--- config.mk ---
export PLATFORM = sky130hd
export DESIGN_NAME = vga_vram_ctl
export DESIGN_NICKNAME = d
export VERILOG_FILES = /design/src/rtl/vga_vram_ctl.sv
export SDC_FILE = /design/constraint.sdc
export NUM_CORES = 1
export LEC_CHECK = 0
export ABC_AREA = 1
export CORE_MARGIN = 1
export CORE_UTILIZATION = 43
export DETAILED_ROUTE_END_ITERATION = 10
export GPL_TIMING_DRIVEN = 0
export PLACE_DENSITY = 0.91
export SYNTH_ARGS = -nofsm -noshare
export SYNTH_HDL_FRONTEND = slang
export SYNTH_SLANG_ARGS = --single-unit
--- constraint.sdc ---
create_clock -name clk -period 4.7 [get_ports clk]
set_input_delay 0.94 -clock clk [delete_from_list [all_inputs] [get_ports clk]]
set_output_delay 0.94 -clock clk [all_outputs]
set_load 0.02 [all_outputs]
--- src/rtl/vga_vram_ctl.sv ---
// vga_vram_ctl: arbitrates video-refresh and CPU accesses onto one 32-bit asynchronous SRAM
module vga_vram_ctl #(
    parameter int SRAM_CYCLES = 2,
    parameter int HOLDOFF     = 2
) (
    input  logic        clk,
    input  logic        reset,
    input  logic        vid_req,
    input  logic [14:0] vid_addr,
    output logic [31:0] vid_data,
    output logic        vid_ready,
    input  logic        cpu_req,
    input  logic        cpu_write,
    input  logic [14:0] cpu_addr,
    input  logic [31:0] cpu_wdata,
    output logic [31:0] cpu_rdata,
    output logic        cpu_ack,
    output logic [14:0] sram_addr,
    output logic [31:0] sram_dout,
    input  logic [31:0] sram_din,
    output logic        sram_ce_n,
    output logic        sram_oe_n,
    output logic        sram_we_n,
    output logic        busy
);
    typedef enum logic [2:0] {IDLE, VRD, CRD, CWR, HOLD} state_t;

    localparam logic [3:0] CNT_INIT  = 4'(SRAM_CYCLES - 1);
    localparam logic [1:0] HOLD_INIT = 2'(HOLDOFF - 1);

    state_t      state, state_n;
    logic [3:0]  cnt, cnt_n;
    logic [1:0]  hcnt, hcnt_n;
    logic [31:0] vid_data_n, cpu_rdata_n, sram_dout_n;
    logic [14:0] sram_addr_n;
    logic        vid_ready_n, cpu_ack_n, ce_n_n, oe_n_n, we_n_n;

    // State and every output are registered; reset forces pins inactive immediately
    always_ff @(posedge clk or posedge reset) begin
        if (reset) begin
            state     <= IDLE;
            cnt       <= '0;
            hcnt      <= '0;
            vid_data  <= '0;
            cpu_rdata <= '0;
            vid_ready <= 1'b0;
            cpu_ack   <= 1'b0;
            sram_addr <= '0;
            sram_dout <= '0;
            sram_ce_n <= 1'b1;
            sram_oe_n <= 1'b1;
            sram_we_n <= 1'b1;
            busy      <= 1'b0;
        end else begin
            state     <= state_n;
            cnt       <= cnt_n;
            hcnt      <= hcnt_n;
            vid_data  <= vid_data_n;
            cpu_rdata <= cpu_rdata_n;
            vid_ready <= vid_ready_n;
            cpu_ack   <= cpu_ack_n;
            sram_addr <= sram_addr_n;
            sram_dout <= sram_dout_n;
            sram_ce_n <= ce_n_n;
            sram_oe_n <= oe_n_n;
            sram_we_n <= we_n_n;
            busy      <= state_n != IDLE;
        end
    end

    // Next-state logic: video wins arbitration in IDLE, HOLD masks requests while requesters drop
    always_comb begin
        state_n     = state;
        cnt_n       = cnt;
        hcnt_n      = hcnt;
        vid_data_n  = vid_data;
        cpu_rdata_n = cpu_rdata;
        vid_ready_n = 1'b0;
        cpu_ack_n   = 1'b0;
        sram_addr_n = sram_addr;
        sram_dout_n = sram_dout;
        ce_n_n      = sram_ce_n;
        oe_n_n      = sram_oe_n;
        we_n_n      = sram_we_n;
        case (state)
            IDLE: begin
                if (vid_req || cpu_req) begin
                    cnt_n       = CNT_INIT;
                    ce_n_n      = 1'b0;
                    sram_addr_n = vid_req ? vid_addr : cpu_addr;
                    if (vid_req || !cpu_write) begin
                        state_n = vid_req ? VRD : CRD;
                        oe_n_n  = 1'b0;
                    end else begin
                        state_n     = CWR;
                        sram_dout_n = cpu_wdata;
                        we_n_n      = 1'b0;
                    end
                end
            end
            VRD, CRD: begin
                if (cnt != 4'd0) begin
                    cnt_n = cnt - 4'd1;
                end else begin
                    vid_data_n  = (state == VRD) ? sram_din : vid_data;
                    cpu_rdata_n = (state == CRD) ? sram_din : cpu_rdata;
                    vid_ready_n = state == VRD;
                    cpu_ack_n   = state == CRD;
                    ce_n_n      = 1'b1;
                    oe_n_n      = 1'b1;
                    hcnt_n      = HOLD_INIT;
                    state_n     = HOLD;
                end
            end
            CWR: begin
                if (cnt != 4'd0) begin
                    cnt_n = cnt - 4'd1;
                end else begin
                    cpu_ack_n = 1'b1;
                    ce_n_n    = 1'b1;
                    we_n_n    = 1'b1;
                    hcnt_n    = HOLD_INIT;
                    state_n   = HOLD;
                end
            end
            HOLD: begin
                if (hcnt == 2'd0) state_n = IDLE;
                else hcnt_n = hcnt - 2'd1;
            end
            default: state_n = IDLE;
        endcase
    end
endmodule
==> results.md, run 1 <==
- Status: finished clean
- Total power draw: 0.00607 W
- Total global routing overflow: 0
- Final hold slack: 0.472 ns
- First-pass GRT wire length: 22900 um
- Cell total after placement: 915
- Ys async rst share: 100%
- WL final: 13700 um
- Largest net degree at the start of global routing: 69
- Worst path required time: 3.76 ns
- # rows: 40
- Max Root-Sink Buffers: 2
- Via count: 4572
- # diodes: 0
- Final worst slack: about 2.2 ns
- CTS tree: yes
- Core Area: approximately 12000 um2
- Htree depth: 4
- Clock skew: 0.0103 ns
- F_max: 397 MHz
- Clk Latency, worst-skew pair: 0.41 ns
- Hold Vio Cnt, Final: 0
- Setup tns final: 0 ns
- Layout cells sized above 1: 12.6%
- Count of final setup violators: 0
- Slowest cell on crit path: clkdlybuf4s50_1
- Slew headroom: a little under two thirds
- GP Congestion: 0.795
- Vias/cell: approximately 4.8
- Layout Cells excl Fill: 947
- CTS Buf Count: 17
- Cell Chain, Critical Path: clkdlybuf4s50_1
- Worst slack, placed: 2.35 ns
- Die area: 12700 um2
- Crit path time final: 2.52 ns
- Fin crit share: 53.6%
- Post-synth EDFFs: 0
- CP bufs+invs: 1
- Fillers: 912
- Commonest non-fill, non-tap cell in the layout: clkdlybuf4s50_1
- Die Ht: 113 um
- Starting Density: 44.0%
- IO Port Bufs: 214
- Clock Sinks: 126
- Worst-path clk slew: 0.05 ns
- CP max FO: 2
- Mapped Nets: 655
- Unrepaired setup endpoints after global routing: false
- CP Capture Type: output port
- Cells after synthesis: 553
- Delay-heaviest family, CP: buffers and inverters
- Logic gate share of total power: 47.2%
- DR iter-0 viols: 223
- Hold-fix buffers at CTS: 0
- DR WL/cell: 14.4 um
- Top cells by area, synth: dfrtp_1 (59%), nand2_1 (12%), o21ai_2 (5.3%), o21ai_0 (4.4%), inv_1 (3.1%)
- Internal power: 0.00375 W
- Top_reg_cell synth: dfrtp_1
- Syn. warnings: 0
- Cell taking the most area after synthesis: dfrtp_1
- Area growth syn-to-layout: 56.1%
- Initial antenna violation count: 0
- Final slew viol count: 0
- Maximum Capacitance Violations: 0
- Clock Power Share: 21.3%
- Nets@finish: slightly below 900
- Io pins: 216
- Die width: 113 um
- Setup crit start kind: flop
- Sequential share of power: about a third
- Global-route usage over all layers: 23.0%
- LEAKAGE: 3.85 nW
- Max IR drop VDD: 0.000309 V
- Worst slew pin tran: 0.547 ns
- PD cells: 739 nW/um2
- Post-Syn Area: around 5300 um2
- Switch share: 38.2%
- P_sw: approximately 0.0023 W
- Vias in the first global route: between 4000 and 5000
- Crit path kind: reg -> out
- Most frequent cells in the layout: clkdlybuf4s50_1 (214), nand2_1 (168), dfrtp_1 (123)
- Tightest Hold Check Type: reg -> reg
- Top cell type's share of synthesized area: 58.5%
- Drc violations: 0
- Post-synthesis sequential area ratio: approximately three fifths
- Count of cell types in the netlist: 26
- Delay of the slowest cell on the worst path: 0.65 ns
- Sum of net half-perimeters after detailed placement: 9960 um
- Drt first pass iters: 6
- Yosys reg bits: ~130
- Mean post-synth cell area: between 9 and 10 um2
- CP Data Arrival Time: roughly 1.6 ns
- CTS Root Cell: clkbuf_16
- Post-CTS setup buffer count: 0
- Routed Antenna Nets: 0
- # resized after CTS: 0
power by group through the flow:
stage / clock network, W / registers (W) / logic (W)
2_1_floorplan: 0 / 0.00253 / 0.000884
6_report: 0.00130 / 0.00191 / 0.00286
5_1_grt: 0.00137 / 0.00198 / 0.00310
3_3_place_gp: 0 / 0.00190 / 0.00281
3_5_place_dp: 0 / 0.00193 / 0.00287
4_1_cts: 0.00132 / 0.00192 / 0.00289
final cells by class:
cell class,count,area (um2),share of cell area [%]
flip-flops and latches,126,3160,38.4
repair buffers,215,2170,26.4
inverters,50,195,2.38
well taps,147,184,2.24
clock inverters,12,135,1.65
clock buffers,20,457,5.56
multi-input cells,348,1700,20.7
plain buffers,29,215,2.62
state kept, by name (all words and copies together) (netlist names):
name	count
cpu_rdata	32
sram_dout	32
vid_data	32
sram_addr	15
cnt	4
state	3
hcnt	2
busy	1
cpu_ack	1
sram_ce_n	1
sram_oe_n	1
sram_we_n	1
vid_ready	1
cell usage after synthesis (3+ instances only):
library cell and instances:
buf_6 11, ha_1 3, clkbuf_1 9, nand3_1 8
dfrtp_1 123, inv_2 6, o21ai_1 25, nand2_1 168
o21ai_2 32, a21oi_1 4, nand3_2 3, buf_4 5
o21ai_0 46, dfstp_2 3, inv_1 43, nor2_1 36
o31ai_1 15, buf_2 4
cell families after synthesis:
logic type / count (synthesis) / synth area share (%)
flip-flops: 126 / 60.0
adder cells (fa/ha/maj): 3 / 0.714
buffers and inverters: 79 / 7.71
AO/OA/AOI/OAI: 123 / 14.7
AND/OR/NAND/NOR: 222 / 16.9
layer usage:
layer / track usage, % / routed length [um] / up-vias
met5: 0 / 0 / -
met4: 8.44 / 286 / 0
met3: 6.64 / 1020 / 26
met2: 39.6 / 6690 / 189
met1: 27.3 / 5660 / 2110
li1: - / - / 2247
tightest hold or removal path: stages, from the launching register on:
cell and delay (ns):
dfstp_2 0.36, inv_1 0.04, a21oi_1 0.06
stage by stage:
| stage | util [%] | instance area [um2] |
|---|---|---|
| after floorplan | - | 5260 |
| after global placement | 63.4 | 7590 |
| after detailed placement | 63.7 | 7620 |
| after CTS | 68.7 | 8210 |
| after global routing | 68.7 | 8210 |
| final | 68.7 | 8210 |
worst paths after layout:
check                           slack [ns]  startpoint             to  depth (start not counted)
worst min register to register        0.47   sram_we_n      sram_we_n                          2
min in group asynchronous             0.97       reset  sram_dout[19]                          2
worst max-delay path                  2.18   sram_oe_n      sram_oe_n                          1
worst min-delay path                  0.47   sram_we_n      sram_we_n                          2
max in group asynchronous             2.99       reset  cpu_rdata[13]                          3
worst max register to register        2.89      cnt[0]   vid_data[21]                          9
(Power assumes the default switching activity.)
==> run 2, diff against run 1 <==
- CORE_UTILIZATION: 43 -> 39
- PLACE_DENSITY: 0.91 -> 0.88
- clock period: 4.7 -> 2.1 ns (I/O delays scaled with it)
==> results.md, run 2 (same netlist as run 1, synthesis figures left out) <==
- Status: finished clean
- Io pins: 216
- Area growth syn-to-layout: 56.8%
- # diodes: 0
- CP max FO: 2
- Tightest Hold Check Type: in -> reg
- CP bufs+invs: 1
- Die width: 118 um
- Final slew viol count: 0
- Drt first pass iters: 4
- Dpl cell area: 7690 um2
- Worst slack, placed: 0.270 ns
- Sum of net half-perimeters after detailed placement: 10200 um
- Routed Antenna Nets: 0
- Hold-fix buffers at CTS: 0
- Most frequent cells in the layout: clkdlybuf4s50_1 (214), nand2_1 (168), dfrtp_1 (123)
- Internal power: 0.00840 W
- Count of final setup violators: 0
- Max Root-Sink Buffers: 2
- LEAKAGE: roughly 3.9 nW
- CP Capture Type: output port
- Vias in the first global route: 4729
- Global-route usage over all layers: 21.3%
- # rows: 42
- Post-CTS setup buffer count: 0
- Final worst slack: 0.0956 ns
- Via count: 4628
- F_max: 499 MHz
- Crit path kind: reg -> out
- DR top layer: met4
- Total global routing overflow: 0
- DR WL/cell: about 14 um
- Unrepaired setup endpoints after global routing: false
- Starting Density: between 30 and 40%
- CTS Root Cell: clkbuf_16
- Delay of the slowest cell on the worst path: approximately 0.65 ns
- Die area: ~14000 um2
- Setup crit start kind: flop
- Largest net degree at the start of global routing: 39
- Die Ht: 118 um
- Worst path required time: 1.68 ns
- Top flop regs: cpu_rdata: 32 flops, sram_dout: 32 flops, vid_data: 32 flops
- # resized after CTS: 0
- Slew headroom: a little over half
- Initial antenna violation count: 0
- Met2 WL: slightly below 7000 um
- Nets@finish: 891
- Worst slew pin tran: around 0.72 ns
- Cell Chain, Critical Path: clkdlybuf4s50_1
- Clock Power Share: 20.8%
- Max IR drop VDD: 0.000769 V
- First-pass GRT wire length: approximately 23000 um
- Drc violations: 0
- DR WL met3: 982 um
- Clock skew: 0.00868 ns
- Delay-heaviest family, CP: buffers and inverters
- CTS tree: yes
- Htree depth: 4
- Switch share: between 30% and 40%
- Hold Vio Cnt, Final: 0
- CP Data Arrival Time: 1.58 ns
- Clk Latency, worst-skew pair: around 0.4 ns
- Sequential share of power: 31.8%
- Core Area: 13200 um2
- CTS Buf Count: 17
- P_sw: slightly above 0.005 W
- Logic gate share of total power: a little under half
- Vias/cell: about 4.7
- Crit path time final: 2.00 ns
- WL final: around 14000 um
- Commonest non-fill, non-tap cell in the layout: clkdlybuf4s50_1
- Worst-path clk slew: 0.05 ns
- Layout cells sized above 1: 12.3%
- Clock Sinks: approximately 130
- Final instance area: 8250 um2
- Setup tns final: 0 ns
- Fin crit share: 95.4%
- IO Port Bufs: 214
- DR iter-0 viols: 207
- Maximum Capacitance Violations: 0
- Slowest cell on crit path: clkdlybuf4s50_1
- PD cells: roughly 1600 nW/um2
- Met1 WL: 5860 um
- GP Congestion: slightly above 0.8
[run 2: cell count changes in the layout (fill, tap and decap cells not counted)]
cell        delta
clkbuf_8       +1
clkinvlp_4     -2
buf_12         +3
clkbuf_1       +2
buf_16         -1
inv_6          -4
[run 2: metrics by stage]
stage / hold slack, ns / util [%] / power [W] / instances
finish: 0.390 / 62.6 / 0.0135 / 975
floorplan: 0.494 / - / 0.00763 / 553
CTS: 0.373 / 62.6 / 0.0136 / 975
global route: 0.405 / 62.6 / 0.0144 / 975
detailed placement: 0.456 / 58.3 / 0.0107 / 946
global placement: 0.453 / 57.8 / 0.0106 / 943
[run 2: power groups by stage]
stage                     logic, W  clock network [W]  registers, W
final                      0.00642            0.00281       0.00429
after global routing       0.00691            0.00299       0.00445
after CTS                  0.00648            0.00286       0.00429
after detailed placement   0.00644                  0       0.00431
after global placement     0.00628                  0       0.00427
after floorplan            0.00198                  0       0.00565
[run 2: path summary, 6_finish.rpt]
path                            from            end  slack [ns]  cells after the start
max                        sram_oe_n      sram_oe_n         0.1                      1
min in group asynchronous      reset  sram_dout[15]        0.48                      2
min reg2reg                sram_we_n      sram_we_n        0.46                      2
max in group asynchronous      reset  cpu_rdata[22]        0.80                      4
max reg2reg                   cnt[0]   vid_data[17]        0.26                      9
min                          vid_req  sram_addr[10]        0.39                      3
[run 2: layout make-up]
cell class                      instances  area (um2)
Inverter                               50         194
Clock buffer                           23         478
Tap cell                              176         220
Multi-Input combinational cell        348        1700
Timing Repair Buffer                  217        2200
Buffer                                 29         215
Clock inverter                          6        86.3
Sequential cell                       126        3160
Fill cell                            1094        4940
[run 2: per-layer routing]
layer | vias up | global-route usage, %
met2 | 181 | 35.3
met5 | - | 0
met3 | 20 | 6.71
met4 | 0 | 8.25
met1 | 2184 | 25.7
li1 | 2243 | -
[run 2: tightest hold or removal path, stage by stage]
cell and delay [ns]:
buf_4 0.15, nor2_1 0.10, o31ai_1 0.07
